$ cat src/rtl/regfile_wb_ctrl.sv
// regfile_wb_ctrl
// ---------------------------------------------------------------------------
// This block is the write-side initiator for a 32x32 register file. It drives
// the single write port (AD, DI, writeen) from two writeback sources:
//   - ALU results have fixed priority and are never stalled.
//   - Load results are buffered in a DEPTH-entry FIFO that has ready
//     backpressure. The FIFO drains only in cycles where the ALU is not
//     writing.
// Each queued load carries a valid ("live") bit. When an ALU write to rd X is
// accepted, every queued load to X is killed. A load to X that arrives at the
// same edge is pushed already killed. As a result, an older load can never
// overwrite a younger ALU result.
//
// Optional build macro: WB_BYPASS_EN. It adds read-port forwarding
// (A1/A2, RQ1/RQ2 -> FQ1/FQ2).
//
// Ports:
//   clk        rising-edge clock
//   reset      asynchronous, active-high reset
//   alu_valid  ALU result present this cycle
//   alu_rd     ALU destination register
//   alu_data   ALU result
//   mem_valid  load result offered
//   mem_rd     load destination register
//   mem_data   load result
//   mem_ready  FIFO can accept (combinational, not full)
//   AD         register-file write address (registered)
//   DI         register-file write data (registered)
//   writeen    register-file write enable (registered)
//   pending    FIFO occupancy, killed entries included (registered)
//   A1, A2     read addresses           (WB_BYPASS_EN only)
//   RQ1, RQ2   register-file read data  (WB_BYPASS_EN only)
//   FQ1, FQ2   forwarded read data      (WB_BYPASS_EN only)
// ---------------------------------------------------------------------------
module regfile_wb_ctrl #(
  parameter int DEPTH = 4,
  parameter int PW    = 3
) (
  input  logic          clk,
  input  logic          reset,
  input  logic          alu_valid,
  input  logic [4:0]    alu_rd,
  input  logic [31:0]   alu_data,
  input  logic          mem_valid,
  input  logic [4:0]    mem_rd,
  input  logic [31:0]   mem_data,
  output logic          mem_ready,
  output logic [4:0]    AD,
  output logic [31:0]   DI,
  output logic          writeen,
  output logic [PW-1:0] pending
`ifdef WB_BYPASS_EN
  ,
  input  logic [4:0]    A1,
  input  logic [4:0]    A2,
  input  logic [31:0]   RQ1,
  input  logic [31:0]   RQ2,
  output logic [31:0]   FQ1,
  output logic [31:0]   FQ2
`endif
);

  localparam int AW = $clog2(DEPTH);

  // FIFO storage. The data fields need no reset: an entry is only
  // consumed when the occupancy count says it was written.
  logic [4:0]       rd_mem   [DEPTH];
  logic [31:0]      data_mem [DEPTH];
  logic [DEPTH-1:0] live;
  logic [AW-1:0]    wr_ptr;
  logic [AW-1:0]    rd_ptr;

  logic             alu_go;
  logic             pop;
  logic             push;
  logic             push_killed;
  logic [DEPTH-1:0] kill_hit;
  logic [4:0]       head_rd;
  logic [31:0]      head_data;
  logic             head_live;

  // Readiness depends only on the full flag. A pop in this same cycle does
  // not open a slot until after the edge.
  assign mem_ready = (pending != PW'(DEPTH));

  // Writes to register 0 are dropped. Such loads still complete the
  // handshake, but they never occupy a slot.
  assign alu_go      = alu_valid && (alu_rd != 5'd0);
  assign pop         = !alu_go && (pending != '0);
  assign push        = mem_valid && mem_ready && (mem_rd != 5'd0);
  assign push_killed = alu_go && (mem_rd == alu_rd);

  assign head_rd   = rd_mem[rd_ptr];
  assign head_data = data_mem[rd_ptr];
  assign head_live = live[rd_ptr];

  // One comparator per entry. It flags every queued load that is made stale
  // by the ALU write accepted at this edge.
  genvar gi;
  generate
    for (gi = 0; gi < DEPTH; gi++) begin : g_kill
      assign kill_hit[gi] = alu_go && (rd_mem[gi] == alu_rd);
    end
  endgenerate

  always_ff @(posedge clk) begin
    if (push) begin
      rd_mem[wr_ptr]   <= mem_rd;
      data_mem[wr_ptr] <= mem_data;
    end
  end

  // A pushed slot can never be the slot that a kill targets in a meaningful
  // way: the slot is free until this edge. So the push setting wins for
  // that slot.
  always_ff @(posedge clk or posedge reset) begin
    if (reset) begin
      live <= '0;
    end else begin
      for (int i = 0; i < DEPTH; i++) begin
        if (push && (wr_ptr == AW'(i))) begin
          live[i] <= !push_killed;
        end else if (kill_hit[i]) begin
          live[i] <= 1'b0;
        end
      end
    end
  end

  always_ff @(posedge clk or posedge reset) begin
    if (reset) begin
      wr_ptr  <= '0;
      rd_ptr  <= '0;
      pending <= '0;
    end else begin
      if (push) wr_ptr <= AW'(wr_ptr + 1'b1);
      if (pop)  rd_ptr <= AW'(rd_ptr + 1'b1);
      case ({push, pop})
        2'b10:   pending <= PW'(pending + 1'b1);
        2'b01:   pending <= PW'(pending - 1'b1);
        default: pending <= pending;
      endcase
    end
  end

  // Write port. AD/DI hold their last written value whenever nothing
  // (or only a killed entry) is written.
  always_ff @(posedge clk or posedge reset) begin
    if (reset) begin
      AD      <= '0;
      DI      <= '0;
      writeen <= 1'b0;
    end else if (alu_go) begin
      AD      <= alu_rd;
      DI      <= alu_data;
      writeen <= 1'b1;
    end else if (pop && head_live) begin
      AD      <= head_rd;
      DI      <= head_data;
      writeen <= 1'b1;
    end else begin
      writeen <= 1'b0;
    end
  end

`ifdef WB_BYPASS_EN
  // Covers the cycle where the register file still returns the old value
  // for a write that is being committed at the next edge.
  assign FQ1 = (writeen && (AD == A1) && (A1 != 5'd0)) ? DI : RQ1;
  assign FQ2 = (writeen && (AD == A2) && (A2 != 5'd0)) ? DI : RQ2;
`endif

endmodule

$ cat config.mk
export PLATFORM = sky130hd
export DESIGN_NAME = regfile_wb_ctrl
export DESIGN_NICKNAME = d
export VERILOG_FILES = /design/src/rtl/regfile_wb_ctrl.sv
export SDC_FILE = /design/constraint.sdc
export NUM_CORES = 1
export LEC_CHECK = 0
export ABC_AREA = 1
export BUFFER_PORTS_ARGS = -buffer_cell sky130_fd_sc_hd__buf_2
export CAP_MARGIN = 20
export CORE_ASPECT_RATIO = 2
export CORE_UTILIZATION = 40
export CTS_CLUSTER_DIAMETER = 80
export DETAILED_ROUTE_END_ITERATION = 10
export PLACE_DENSITY_LB_ADDON = 0.1
export SLEW_MARGIN = 20
export SYNTH_ARGS = -nofsm -noshare
export SYNTH_HDL_FRONTEND = slang
export SYNTH_SLANG_ARGS = --single-unit
$ cat constraint.sdc
create_clock -name clk -period 5.77 [get_ports clk]
set_input_delay 0.2885 -clock clk [delete_from_list [all_inputs] [get_ports clk]]
set_output_delay 0.2885 -clock clk [all_outputs]
set_load 0.03 [all_outputs]
* Word level (Yosys, flattened, before mapping) *
Memory sizes are Yosys's and may differ from the RTL's.
Cells that the tools add are included.

storage, ports and cells
  ROM bits = 0
  memory bits (writable) = 148
  memories = 2
  flip-flop bits (word level) = 49
  latch bits = 0
  output and inout bits = 42
  word-level logic and storage cells = 73

memories
  memory    depth  width  rd ports  clocked after memory_dff  write ports  RTL line  RTL
  data_mem  4      32     1         0                         1            68        logic [31:0] data_mem [DEPTH];
  rd_mem    4      5      5         0                         1            67        logic [4:0] rd_mem [DEPTH];

operators by class
  add/subtract/negate cells = 4
  reduce and logical (&&, ||, !) cells = 26
  multiplexer cells = 19
  multipliers = 0
  shift operators = 0
  div/mod/pow operators = 0
  eq/ne operators = 11
  bitwise operators = 0
  $lt $le $gt $ge = 1

operators by type and width
  kind                                                                   count
  32-bit 2-to-1 mux                                                      2
  5-bit equality test                                                    5
  1-bit logical AND                                                      14
  1-bit 2-to-1 mux                                                       13
  2-bit nonzero test                                                     6
  5-bit 2-to-1 mux                                                       2
  5-bit nonzero test                                                     2
  2-bit equality test, second input constant                             3
  3-bit one-hot mux with 2 select lines                                  1
  2-bit by 1-bit adder with 2-bit output, second input constant          2
  2-bit by 1-bit equality test with 1-bit output, second input constant  2
  3-bit by 1-bit adder with 3-bit output, second input constant          1
  2-bit by 3-bit < comparator with 1-bit output, second input constant   1
  3-bit != test, second input constant                                   1
  3-bit nonzero test                                                     1
  3-bit by 1-bit subtractor with 3-bit output, second input constant     1
  1-bit binary-select mux with 2-bit select                              1
  1-bit zero test                                                        2
  2-bit zero test                                                        1

* Longest topological paths before layout *
Gate-level depths: netlist of run 1.

  depth after elaboration = 7
  depth in mapped cells = 13
  gate-level depth less buffers = 11

* Worst setup path before layout of run 1 *
No wires, ideal clock.

  path kind = register to register
  start = register pending[0]
  end = memory data_mem[0][0], enable pin
  data required time = 5378 ps
  stages on the path, launching flop included = 5
  setup time = 392 ps
  arrival time = 1823 ps
  setup slack = 3555 ps
  clock period less this slack = 2215 ps
  cells stage by stage = dfrtp_1 -> nor2_1 -> a21oi_1 -> nand3_1 -> inv_1

between the ends
  longest elaborated chain between the ends = 5

ends and longest elaborated chain
  item                                    RTL line  RTL
  start, declared                         51        output logic [PW-1:0] pending
  start signal, assigned                  139       2'b10: pending <= PW'(pending + 1'b1);
  start signal, assigned                  140       2'b01: pending <= PW'(pending - 1'b1);
  start signal, assigned                  141       default: pending <= pending;
  3-bit != test                           84        assign mem_ready = (pending != PW'(DEPTH));
  1-bit logical AND (2 in a row)          90        assign push = mem_valid && mem_ready && (mem_rd != 5'd0);
  1-bit 2-to-1 mux                        107       if (push) begin
  1-bit 2-to-1 mux (not written as such)  109       data_mem[wr_ptr] <= mem_data;
  end, declared                           68

No other way between the ends.

* Final worst setup path of run 1 *
  start = register rd_ptr[1]
  end = register DI[23]

between the ends
  longest elaborated chain between the ends = 4

ends and longest elaborated chain
  item                                       RTL line  RTL
  start, declared                            71        logic [AW-1:0] rd_ptr;
  start signal, assigned                     137       if (pop) rd_ptr <= AW'(rd_ptr + 1'b1);
  1-bit binary-select mux with 2-bit select  95        assign head_live = live[rd_ptr];
  1-bit 2-to-1 mux (not written as such)     95
  1-bit logical AND                          157       end else if (pop && head_live) begin
  2-bit nonzero test (no line)               -
  end signal, assigned                       155       DI <= alu_data;
  end signal, assigned                       159       DI <= head_data;
  end, declared                              49        output logic [31:0] DI,

Parallel ways exist; a longest one is shown, timed or not. The select of a mux whose other input is x is not followed.
A chain may end at the register's enable or synchronous reset.

==> results of run 1 <==
==> kinds of logic after synthesis <==
| logic type | synth area share |
|---|---|
| compound gates | 0.0363 |
| buf+inv | 0.0557 |
| flops | 0.648 |
| fa+ha+maj | 0.00944 |
| xor+xnor | 0.0270 |
| simple gates | 0.223 |
==> area by class of cell <==
class / instances / area [um2] / share of cell area
Clock inverter: 12 / 106 / 0.0106
Antenna cell: 1 / 2.50 / 0.000250
Clock buffer: 20 / 447 / 0.0446
Tap cell: 273 / 342 / 0.0341
Timing Repair Buffer: 122 / 618 / 0.0617
Inverter: 61 / 231 / 0.0231
Sequential cell: 197 / 5680 / 0.567
Multi-Input combinational cell: 525 / 2590 / 0.259
==> state kept, by name, indices dropped and copies added, names as in the netlist <==
| name | count |
|---|---|
| data_mem | 128 |
| DI | 32 |
| rd_mem | 20 |
| AD | 5 |
| live | 4 |
| pending | 3 |
| rd_ptr | 2 |
| wr_ptr | 2 |
| writeen | 1 |
==> critical path: cells and delay by family (launching register included) <==
family / cells / cell delay, ns
buffers and inverters: 2 / 0.97
DFF: 1 / 0.99
and+or+nand+nor: 5 / 1.04
==> placed cells by master (no fill, tap or decap), types with 11 or more instances in the layout <==
cell       count
dfrtp_1       47
nand3_2       11
nor2_1        27
or2_2         25
o211ai_1      33
clkbuf_16     17
nand2_1      303
o21ai_0       11
xor2_1        17
buf_2        119
inv_1         52
edfxtp_1     148
nand3_1       66
==> where the power goes <==
group	switching, mW	internal, mW
Clock	0.519	0.606
Combinational	1.25	0.523
Sequential	0.257	1.94
==> metrics by stage <==
stage	util	hold WS, ns	cells
floorplan	-	0.387	827
global placement	0.440	0.462	1178
detailed placement	0.440	0.461	1178
CTS	0.466	0.0424	1210
global route	0.466	0.0403	1210
finish	0.466	0.0333	1211
==> path summary, 6_finish.rpt <==
kind                                       start                   endpoint  cells after the start
max in group asynchronous                  reset      rd_ptr[0]$_DFFE_PP0P_                      3
hold / removal                             reset          writeen$_DFF_PP0_                      3
hold reg to reg                DI[3]$_DFFE_PP0P_          DI[3]$_DFFE_PP0P_                      2
setup reg to reg           rd_ptr[1]$_DFFE_PP0P_         DI[23]$_DFFE_PP0P_                      7
min in group clk                    mem_data[13]  data_mem[1][13]$_DFFE_PP_                      1
setup / recovery           rd_ptr[1]$_DFFE_PP0P_         DI[23]$_DFFE_PP0P_                      7
==> per-layer routing <==
| layer | vias up | GRT usage | share of wire |
|---|---|---|---|
| met4 | 0 | 0.0926 | 0.028 |
| li1 | 2904 | - | - |
| met2 | 125 | 0.340 | 0.54 |
| met3 | 33 | 0.0355 | 0.034 |
| met5 | - | 0 | 0 |
| met1 | 2767 | 0.211 | 0.40 |
==> impl_metrics.toml, run 1 <==
[global_route]
grt_start_max_net_pins = 73
grt_overflow = 0
grt_pass1_vias = 5761
grt_pass1_wl_mm = 30.9
grt_usage = 0.189
antenna_found_initial = 0

[layout]
drive_gt1_frac = 0.218
fill_cells = 2126
area_delta_synth_final_pct = 14.5
final_area_um2 = 10000
layout.nets = 1008

[place]
dp_hpwl_mm = 11.7
io_buffers = 119
gp_congestion = 0.785
placed_area_um2 = 9460
dp_slack_ns = 2.52

[logic_synthesis]
yosysMostFrequentCell = "nand2_1"
syn_inst = 827
synth_warnings = 0
synth_seq_cells = 197
synth-edff-count = 148
synth_top_area_share = 0.508
synth_flop_cell = "edfxtp_1"
synth_area_um2 = 8750
seq_area_frac_synth = 0.648
synth.top_cells.by_count = "nand2_1 (303), edfxtp_1 (148), nand3_1 (66)"
syn_avg_cell_area_um2 = 10.6
synthArstFlopShare = 0.249
synthTopCellsByArea = "edfxtp_1 (51%), dfrtp_1 (14%), nand2_1 (13%)"
mappedNetlistNets = 911
post_synth_num_cell_types = 27
synth_area_leader_cell = "edfxtp_1"

[detailed_routing]
detail-route-antenna-nets = 0
first_pass_iters = 4
wl_mm = 19.9
drc = 0
vias = 5829
viasPerCell = 4.81
wl_per_cell_um = 16.5
first_iter_violations = 211

[worst_setup_path]
crit_arrival_ns = 3.49
start_kind = "register"
critPathMaxFanout = 43
required_ns = 6.09
setup.worst_path.end_class = "register"
cpMostUsedCell = "nand2_1"
critPathKind = "reg -> reg"
slowest_delay_ns = 0.99
reg2reg_slack_ns = 2.60
crit_slowest_cell = "dfrtp_2"
critical_path.cell_chain = "inv_2 -> nand3_1 -> nand3_2 -> nand2_4 -> inv_4 -> nand2_1 -> nand2_1"

[cts]
clock-sinks = 197
cts_buffer_depth = 2
cts_root_buf = "clkbuf_16"
cts_tree = "done"
postCtsSetupBuffers = 0
cts_resized = 0
cts_hold_buffers = 0
path_clk_slew_ns = 0.07
clk_latency_ns = 0.44
numCtsBuffers = 17
htree_levels = 4

[timing]
hold_viol = 0
min_period_ns = 3.17
rsz0062_at_grt = "false"
finalSetupTns_ns = 0
finalCritPeriodShare = 0.549
slew-limit-headroom = 0.304
fmax_mhz = 316
worstMarginPinSlew_ns = 1.04
drv_slew = 0
setup_slack_ns = 2.60
finalSetupViolations = 0
finClkSkew_ns = 0.00963

[die]
floorplan.core_area_um2 = 21500
die_x_um = 107
num_rows = 76
die_area_um2 = 22500
io_pins = 120
initial_utilization = 0.407
die_h_um = 211

[power]
power.leakage_nw = 4.39
power_mw = 5.09
peakVddDrop_mv = 0.242
power.density_nw_per_um2 = 509

[min_path]
min_path_type = "in -> async"

[outcome]
status = "finished, final reports clean"

[job]
maxCapViolations = 0
Power figures use the tool's default switching activity.
==> run 2: changes to the inputs <==
Clock period 5.77 ns to 2.67 ns, I/O delays scaled along.
==> run 2 against run 1 <==
Cell count rose by 6.4%. Via count rose by 6.0%. Die area unchanged. Clock power increased by 120%. Critical path type unchanged.
==> impl_metrics.toml, run 2 (synthesis results as in run 1) <==
[layout]
drive_gt1_frac = 0.216
layout.nets = 1087
top_regs = "data_mem: 128 flops, DI: 32 flops, rd_mem: 20 flops"
layout_commonest_cell = "nand2_1"
final_cell_mix = "nand2_1 (303), edfxtp_1 (148), buf_2 (119), nand3_1 (66), dlygate4sd3_1 (64)"
area_delta_synth_final_pct = 24.1
diodes = 0
final_area_um2 = 10900
regMostFlops = "data_mem"
largest_register_ffs = 128

[global_route]
grt-busiest-layer = "met2"
grt_overflow = 0
globalRouteMet2Util = 0.384
grt.met1_usage = 0.220
grt_pass1_wl_mm = 33.6
grt_usage = 0.202
grt_pass1_vias = 6334
grt_start_max_net_pins = 72
antenna_found_initial = 0
met3_usage = 0.0352

[die]
die_area_um2 = 22500
die_h_um = 211
initial_utilization = 0.407
num_rows = 76
floorplan.core_area_um2 = 21500
die_x_um = 107
io_pins = 120

[place]
gp_congestion = 0.803
dp_hpwl_mm = 12.9
placed_area_um2 = 9630
io_buffers = 119
dp_slack_ns = 0.553

[cts]
clock-sinks = 197
cts_buffer_depth = 2
cts_root_buf = "clkbuf_16"
postCtsSetupBuffers = 0
numCtsBuffers = 17
clk_latency_ns = 0.44
htree_levels = 4
path_clk_slew_ns = 0.07
cts_tree = "done"

[min_path]
min_path_type = "in -> reg"
hp-start = "alu_data[14]"
worstHoldPathCells = 4
holdPathEnd = "DI[14]$_DFFE_PP0P_"

[worst_setup_path]
worst_r2r_endpoint = "pending[2]$_DFFE_PP0P_"
critPathKind = "reg -> reg"
reg2reg_slack_ns = 0.52
critPathMaxFanout = 5
start_kind = "register"
ff2ff_path_depth = 9
setup.worst_path.end_class = "register"
r2r-start = "pending[0]$_DFFE_PP0P_"
crit_arrival_ns = 2.47
required_ns = 2.99

[power]
p_sw_mw = 4.49
pwr-share-comb = 0.378
sw_frac_of_total = 0.394
power.leakage_nw = 4.76
clockPowerShare = 0.221
power.density_nw_per_um2 = 1050
peakVddDrop_mv = 0.514
p_int_mw = 6.90
pwr-share-seq = 0.401

[timing]
finalCritPeriodShare = 0.807
worstMarginPinSlew_ns = 0.601
finClkSkew_ns = 0.00808
setup_slack_ns = 0.516
finalSetupTns_ns = 0
hold_viol = 0
drv_slew = 0
rsz0062_at_grt = "false"
fmax_mhz = 464
slew-limit-headroom = 0.599
min_period_ns = 2.15
finalSetupViolations = 0

[outcome]
status = "finished, final reports clean"

[detailed_routing]
first_pass_iters = 4
drc = 0
wl_per_cell_um = 16.4
viasPerCell = 4.79
first_iter_violations = 240
wl_mm = 21.2
detail-route-antenna-nets = 0
vias = 6179

[job]
maxCapViolations = 0
==> run 2: changes by cell type in the layout (fill, tap and decap cells not counted) <==
cell / delta
inv_6: -1
dlygate4sd3_1: +64
clkinv_2: -3
inv_4: +4
clkbuf_16: +3
buf_4: +10
bufinv_16: -1
buf_12: +5
diode_2: -1
clkinv_4: -2
==> run 2: layout make-up <==
class	count	area (um2)
Fill cell	2043	10600
Sequential cell	197	5680
Multi-Input combinational cell	525	2590
Timing Repair Buffer	201	1430
Clock buffer	23	522
Tap cell	273	342
Inverter	61	231
Clock inverter	9	60.1
==> run 2: repair_timing <==
action,in CTS,in global routing
hold endpoints to repair,189,0
gates resized for setup,0,0
hold buffers,64,0
==> run 2: through the flow <==
stage          hold slack [ns]   util  instances  total power [mW]
4_1_cts                0.00106  0.505       1289              11.6
3_5_place_dp             0.151  0.448       1193              8.95
5_1_grt                 0.0356  0.505       1289              12.2
6_report                0.0209  0.505       1289              11.4
2_1_floorplan            0.232      -        827              7.58
3_3_place_gp             0.152  0.448       1193              8.90
==> run 2: power by group through the flow <==
stage,clock [mW],sequential [mW],combinational [mW]
after CTS,2.58,4.58,4.40
after global routing,2.68,4.65,4.84
final,2.51,4.57,4.30
after floorplan,0,5.14,2.44
after detailed placement,0,4.64,4.31
after global placement,0,4.62,4.28
==> run 2: metal layers <==
metal	vias up	share of wire
met5	-	0
met4	0	0.024
met3	27	0.029
met2	115	0.55
met1	2976	0.40
li1	3061	-
==> run 2: worst max path at each step <==
stage | endpoint | cells past startpoint | slack, ns | from
2_1_floorplan | data_mem[0][0]$_DFFE_PP_ | 4 | 0.46 | pending[0]$_DFFE_PP0P_
3_3_place_gp | pending[2]$_DFFE_PP0P_ | 9 | 0.61 | pending[0]$_DFFE_PP0P_
3_5_place_dp | pending[2]$_DFFE_PP0P_ | 9 | 0.55 | pending[0]$_DFFE_PP0P_
4_1_cts | pending[2]$_DFFE_PP0P_ | 9 | 0.54 | pending[0]$_DFFE_PP0P_
5_1_grt | pending[2]$_DFFE_PP0P_ | 9 | 0.36 | pending[0]$_DFFE_PP0P_
6_report | pending[2]$_DFFE_PP0P_ | 9 | 0.52 | pending[0]$_DFFE_PP0P_
==> run 2: critical path, cell delays in order, from the launching register on <==
cell	delay, ns
dfrtp_1	0.42
nor2_1	0.22
a21oi_1	0.18
nand2_1	0.18
ha_1	0.17
inv_1	0.06
fa_1	0.38
a21oi_1	0.16
o21ai_0	0.12
xor2_1	0.16
